$ cat src/rtl/timer_ctrl_pkg.sv
// -----------------------------------------------------------------------------
// timer_ctrl_pkg
//   Shared definitions for the timer_ctrl block: FSM state codes, counter
//   width, terminal values for each direction, prescaler width and the
//   default prescaler divide ratio.
//
//   Optional feature macro used by the block: TIMER_CTRL_AUTORELOAD_EN
// -----------------------------------------------------------------------------
package timer_ctrl_pkg;

  // FSM state codes; these values are visible externally on oState.
  typedef enum logic [2:0] {
    IDLE  = 3'd0,
    LOAD  = 3'd1,
    RUN   = 3'd2,
    PAUSE = 3'd3,
    DONE  = 3'd4
  } stateT;

  localparam int unsigned COUNT_W = 4;

  // Counting stops at these values; the counter never wraps around.
  localparam logic [COUNT_W-1:0] TERM_DOWN = 4'd0;
  localparam logic [COUNT_W-1:0] TERM_UP   = 4'd15;

  // The prescaler must hold DIV-1 for the largest legal DIV (1023).
  localparam int unsigned PRESC_W     = 10;
  localparam int unsigned DIV_DEFAULT = 10;

  // Terminal value for a given run direction (1 = up).
  function automatic logic [COUNT_W-1:0] terminalValue(input logic up);
    return up ? TERM_UP : TERM_DOWN;
  endfunction

endpackage : timer_ctrl_pkg

$ cat src/rtl/timer_ctrl_count_core.sv
// -----------------------------------------------------------------------------
// count_core
//   Loadable 4-bit up/down counter used as the timer_ctrl datapath.
//   Load has priority over a step; a step moves the value by one in the
//   direction given by iUp. Range limiting is the caller's job: the FSM
//   never enables a step while the value sits at its terminal value.
//
// Ports
//   iClk     rising-edge clock
//   inReset  synchronous active-low reset (clears the count)
//   iLoad    load iData on this edge
//   iEnable  step by one on this edge
//   iUp      step direction, 1 = increment, 0 = decrement
//   iData    value loaded when iLoad is high
//   oCount   current counter value
// -----------------------------------------------------------------------------
module count_core
  import timer_ctrl_pkg::*;
(
  input  logic               iClk,
  input  logic               inReset,
  input  logic               iLoad,
  input  logic               iEnable,
  input  logic               iUp,
  input  logic [COUNT_W-1:0] iData,
  output logic [COUNT_W-1:0] oCount
);

  // NOTE: state registers use non-blocking assignments so every register in
  // the design samples the pre-edge values, independent of process order.
  always_ff @(posedge iClk) begin
    if (!inReset) begin
      oCount <= '0;
    end else if (iLoad) begin
      oCount <= iData;
    end else if (iEnable) begin
      oCount <= iUp ? oCount + COUNT_W'(1) : oCount - COUNT_W'(1);
    end
  end

endmodule : count_core

$ cat src/rtl/timer_ctrl.sv
// -----------------------------------------------------------------------------
// timer_ctrl
//   Prescaled 4-bit one-shot timer. A start request loads the preset and the
//   direction, then the counter steps once every DIV clock cycles until it
//   reaches its terminal value (0 counting down, 15 counting up), where the
//   FSM parks in DONE until acknowledged or restarted. A level-sensitive
//   pause freezes both the prescaler and the count.
//
//   Optional feature: define TIMER_CTRL_AUTORELOAD_EN to add the iAuto input.
//   With iAuto=1 the timer reloads the preset instead of stopping, pulsing
//   oDone for one cycle at each terminal. Without the macro the port is
//   absent and operation is one-shot only.
//
// Parameters
//   DIV      clock cycles per counter step, legal range 1..1023
//
// Ports
//   iClk     rising-edge clock
//   inReset  synchronous active-low reset, overrides every other input
//   iStart   start request (IDLE or DONE only)
//   iPause   level-sensitive hold while running
//   iUp      direction sampled in LOAD: 1 = up, 0 = down
//   iPreset  start value sampled in LOAD
//   iAck     clears DONE back to IDLE
//   iAuto    auto-reload enable (only with TIMER_CTRL_AUTORELOAD_EN)
//   oCount   current counter value
//   oBusy    high in LOAD, RUN or PAUSE
//   oDone    completion flag
//   oTick    high for the cycle following each counter step
//   oState   FSM state code (see timer_ctrl_pkg::stateT)
// -----------------------------------------------------------------------------
module timer_ctrl
  import timer_ctrl_pkg::*;
#(
  parameter int unsigned DIV = DIV_DEFAULT
) (
  input  logic               iClk,
  input  logic               inReset,
  input  logic               iStart,
  input  logic               iPause,
  input  logic               iUp,
  input  logic [COUNT_W-1:0] iPreset,
  input  logic               iAck,
`ifdef TIMER_CTRL_AUTORELOAD_EN
  input  logic               iAuto,
`endif
  output logic [COUNT_W-1:0] oCount,
  output logic               oBusy,
  output logic               oDone,
  output logic               oTick,
  output logic [2:0]         oState
);

  localparam logic [PRESC_W-1:0] PRESC_LAST = PRESC_W'(DIV - 1);

  stateT              state;
  stateT              nextState;
  logic               dirUp;       // direction latched in LOAD
  logic [PRESC_W-1:0] presc;       // RUN edges since the last step
  logic               tickPulse;   // registered step strobe
  logic               autoDone;    // one-cycle done flag on auto-reload
  logic               autoEn;

  // Decoded controls from the FSM.
  logic loadCount;
  logic prescAdvance;
  logic tickNow;
  logic autoReload;
  logic atTerminal;

`ifdef TIMER_CTRL_AUTORELOAD_EN
  assign autoEn = iAuto;
`else
  assign autoEn = 1'b0;
`endif

  // Terminal detection looks at the latched direction, never at iUp, so
  // changing iUp mid-run has no effect.
  assign atTerminal = (oCount == terminalValue(dirUp));

  // ---------------------------------------------------------------------------
  // FSM state register
  // ---------------------------------------------------------------------------
  always_ff @(posedge iClk) begin
    if (!inReset) begin
      state <= IDLE;
    end else begin
      state <= nextState;
    end
  end

  // ---------------------------------------------------------------------------
  // FSM next state and datapath controls
  // ---------------------------------------------------------------------------
  always_comb begin
    // NOTE: every output of this block gets a default before the case so no
    // path leaves a variable unassigned, which would infer a latch.
    nextState    = state;
    loadCount    = 1'b0;
    prescAdvance = 1'b0;
    tickNow      = 1'b0;
    autoReload   = 1'b0;

    unique case (state)
      IDLE: begin
        if (iStart) nextState = LOAD;
      end

      LOAD: begin
        loadCount = 1'b1;
        nextState = RUN;
      end

      RUN: begin
        // Terminal check comes first: it beats a simultaneous pause and it
        // suppresses the step, so the count never wraps.
        if (atTerminal) begin
          if (autoEn) begin
            autoReload = 1'b1;
            nextState  = LOAD;
          end else begin
            nextState  = DONE;
          end
        end else if (iPause) begin
          nextState = PAUSE;
        end else begin
          prescAdvance = 1'b1;
          tickNow      = (presc == PRESC_LAST);
        end
      end

      PAUSE: begin
        // Returning to RUN does not advance the prescaler; counting picks up
        // from the frozen value on the following RUN edge.
        if (!iPause) nextState = RUN;
      end

      DONE: begin
        if (iStart) begin
          nextState = LOAD;
        end else if (iAck) begin
          nextState = IDLE;
        end
      end

      default: nextState = IDLE;
    endcase
  end

  // ---------------------------------------------------------------------------
  // Prescaler, direction latch and strobes
  // ---------------------------------------------------------------------------
  always_ff @(posedge iClk) begin
    if (!inReset) begin
      presc     <= '0;
      dirUp     <= 1'b1;
      tickPulse <= 1'b0;
      autoDone  <= 1'b0;
    end else begin
      tickPulse <= tickNow;
      autoDone  <= autoReload;
      if (loadCount) begin
        presc <= '0;
        dirUp <= iUp;
      end else if (prescAdvance) begin
        presc <= tickNow ? '0 : presc + PRESC_W'(1);
      end
    end
  end

  // ---------------------------------------------------------------------------
  // Counter datapath
  // ---------------------------------------------------------------------------
  count_core uCore (
    .iClk    (iClk),
    .inReset (inReset),
    .iLoad   (loadCount),
    .iEnable (tickNow),
    .iUp     (dirUp),
    .iData   (iPreset),
    .oCount  (oCount)
  );

  // ---------------------------------------------------------------------------
  // Outputs
  // ---------------------------------------------------------------------------
  assign oState = state;
  assign oBusy  = state inside {LOAD, RUN, PAUSE};
  assign oDone  = (state == DONE) || autoDone;
  assign oTick  = tickPulse;

endmodule : timer_ctrl
$ cat config.mk
export PLATFORM = sky130hd
export DESIGN_NAME = timer_ctrl
export DESIGN_NICKNAME = d
export VERILOG_FILES = /design/src/rtl/timer_ctrl_pkg.sv /design/src/rtl/timer_ctrl_count_core.sv /design/src/rtl/timer_ctrl.sv
export SDC_FILE = /design/constraint.sdc
export NUM_CORES = 1
export LEC_CHECK = 0
export BUFFER_PORTS_ARGS = -buffer_cell sky130_fd_sc_hd__buf_2
export CAP_MARGIN = 20
export CORE_MARGIN = 5
export CORE_UTILIZATION = 49
export CTS_CLUSTER_DIAMETER = 30
export DETAILED_ROUTE_END_ITERATION = 6
export PLACE_DENSITY = 0.74
export SLEW_MARGIN = 25
export SYNTH_ARGS = -nofsm -noshare
export SYNTH_HDL_FRONTEND = slang
export SYNTH_SLANG_ARGS = --single-unit
$ cat constraint.sdc
create_clock -name iClk -period 1.6 [get_ports iClk]
set_input_delay 0 -clock iClk [delete_from_list [all_inputs] [get_ports iClk]]
set_output_delay 0 -clock iClk [all_outputs]
set_load 0.01 [all_outputs]
==> metrics.md <==
| Metric | Value |
|---|---|
| Layout cells sized above 1 | approximately 55% |
| Clock Power Share | 17.9% |
| First-pass GRT wire length | 5890 µm |
| Via count | 1421 |
| Worst-Skew Late Latency | between 300 and 400 ps |
| Total Wirelength | 4340 µm |
| Critical path data arrival time | 1840 ps |
| Power Density | 812 nW/µm² |
| Leading area contributor after synthesis | dfxtp_1 |
| Tcrit/Tclk final | 103% |
| Max-cap violations | 0 |
| Final instance area | 1830 µm² |
| Net Count, Synth | 142 |
| Gp weighted congestion | 0.787 |
| Number of synthesized flops with an enable pin | 0 |
| Rel. slew slack | 64.8% |
| Failing checks | setup timing |
| Diodes inserted | 0 |
| Static Leak | 0.734 nW |
| Yosys warns | 0 |
| Initial antenna violation count | 0 |
| Synth Instances | 127 |
| Inserted Clock Buffers | 3 |
| Global route overflow | 0 |
| Die Wd | 58.1 µm |
| Synth top area cells | dfxtp_1 34%, a21oi_1 6.2%, o31ai_1 4.6% |
| Worst-Margin Slew | ~530 ps |
| Initial drt markers | between 60 and 70 |
| Required time of the worst setup path | approximately 1800 ps |
| Setup Skew | 5.99 ps |
| Outcome | complete, but fails checks |
| Vias in the first global route | 1319 |
| Top-count cell post-synth | dfxtp_1 |
| Post-synthesis cell area | roughly 1100 µm² |
| WL/cell | 20.2 µm |
| Yosys top cell area share | 33.6% |
| CTS sink count | 19 |
| Nets | 203 |
| RSZ-0062 raised after global routing | yes |
| DR pass1 iterations | 4 |
| Synth Flop Type | dfxtp_1 |
| Clock Tree Buf Depth | 2 |
| Clk slew on worst S/H paths | ~120 ps |
| Switch Pwr | 562 µW |
| Crit path launch type | flop |
| Total Routing Usage GR | 22.3% |
| P_int | 927 µW |
| Flops & latches, synth | 19 |
| Largest net degree at the start of global routing | 11 |
| CTS tree | done |
| Synth cell count leaders | 19 x dfxtp_1, 14 x a21oi_1, 7 x o31ai_1, 7 x or4_1 |
| Unique cell type count in the Yosys netlist | 44 |
| H-tree levels | 1 |
| Comb pwr share | 44.1% |
| DR vias/cell | 6.61 |
| Max Fclk | 0.607 GHz |
| Die area | 3370 µm² |
| Fin. max-slew vios | 0 |
| Worst Setup Path Type | reg -> reg |
| CTS root buffer | clkbuf_4 |
| VDD IR-drop max | ~0.59 mV |
| Final setup fails | 5 |
| Sequential-to-total area share from yosys stat | 33.6% |
| Worst Hold Class | in -> reg |
| DP Area | 1500 µm² |
| Worst setup margin | -48.5 ps |
| DRC | 0 |
| PortBufs | 19 |
| Seq pwr share | 38.0% |
| Post-Place Setup Slack | -42.1 ps |
| Crit path max fanout | 8 |
| Final min period | 1650 ps |
| Rows | 17 |
| Final Hold Viols | 0 |
| Async set or reset register ratio after synthesis | 0% |
| Die height | 58.1 µm |
| Starting density of the core | 51.2% |
| Area Growth Syn to Fin | 61.9% |
| Core area | 2210 µm² |
| DRT antenna net count | 0 |
| I/O pin count | 20 |
| Synth Area per Inst | 8.92 µm² |
| Dpl hpwl | 2350 µm |
| Critical Path End Type | flop |
| Net Sw Frac | 37.8% |
[kinds of logic (layout without fill, tap and decap cells)]
kind of cell / after synthesis / after routing / synth area share (%)
DFF: 19 / 19 / 33.6
and+or+nand+nor: 51 / 51 / 30.8
AOI/OAI and AO/OA: 41 / 43 / 24.4
xor gates and xnor gates: 2 / 2 / 1.55
adders and majority gates: 5 / 5 / 6.19
buffers and inverters: 9 / 67 / 3.42
[final cells by class]
type	count	area (µm²)
multi-input combinational	101	925
timing repair buffer	59	432
sequential	19	398
fill	140	379
tap	28	35.0
clock buffer	4	26.3
inverter	4	17.5
[final timing paths]
path | from | endpoint | slack [ps] | cells after the start
max | uCore.oCount[3] | presc[0] | -50 | 5
max reg2reg | uCore.oCount[3] | presc[0] | -50 | 5
min reg2reg | oState[2] | oState[1] | 520 | 1
min | iAck | oState[2] | 90 | 4
[sequential cells by signal (all words and copies together) (netlist names)]
register	cells
dirUp	1
oState	3
oTick	1
presc	10
uCore.oCount	4
[layout by cell type, fill, tap and decap left out, drive strengths merged, types with 5 or more instances in the layout]
cell and count:
a21oi 14, dlygate4sd3 5, or4 7, dfxtp 19, o31ai 7, nand3 5
nand4 7, o21ai 5, buf 54, nor2 6, o211ai 5
[critical path, cell delays in order, from the launching register on]
cell and delay [ps]:
dfxtp_1 390, and3_4 230, o211a_4 300, buf_4 140, o31ai_1 350, a21oi_2 120
[power groups by stage]
stage                     clock network, mW  logic [mW]  registers (mW)
final                                 0.267       0.656           0.566
after global routing                  0.297       0.701           0.572
after CTS                             0.270       0.532           0.556
after detailed placement                  0       0.483           0.561
after global placement                    0       0.466           0.559
after floorplan                           0       0.257           0.577
[what timing repair did]
| item | CTS | global route |
|---|---|---|
| hold buffers | 5 | 0 |
| setup buffers | 0 | 7 |
| cloned | 2 | 0 |
| gates resized for setup | 7 | 38 |
| pin swaps | 1 | 16 |
| endpoints found under the hold margin | 4 | 0 |
| endpoints found under the setup margin | 12 | 15 |
[stage by stage]
stage | std cells | total power, mW | hold WS (ps) | util, % | setup TNS (ps)
after floorplan | 127 | 0.835 | 88.7 | - | -55.6
after global placement | 197 | 1.03 | 246 | 67.8 | 0
after detailed placement | 197 | 1.04 | 263 | 67.8 | -212
after CTS | 208 | 1.36 | 9.50 | 73.5 | -9.16
after global routing | 215 | 1.57 | 79.9 | 82.9 | -881
final | 215 | 1.49 | 85.7 | 82.9 | -156
[layer usage]
layer,global-route usage [%],vias up,wire (µm)
li1,-,628,-
met1,26.2,689,1650
met2,37.6,79,2150
met3,5.57,25,300
met4,11.3,0,237
met5,0,-,0
Note: power is estimated with default switching activity, not from simulation.
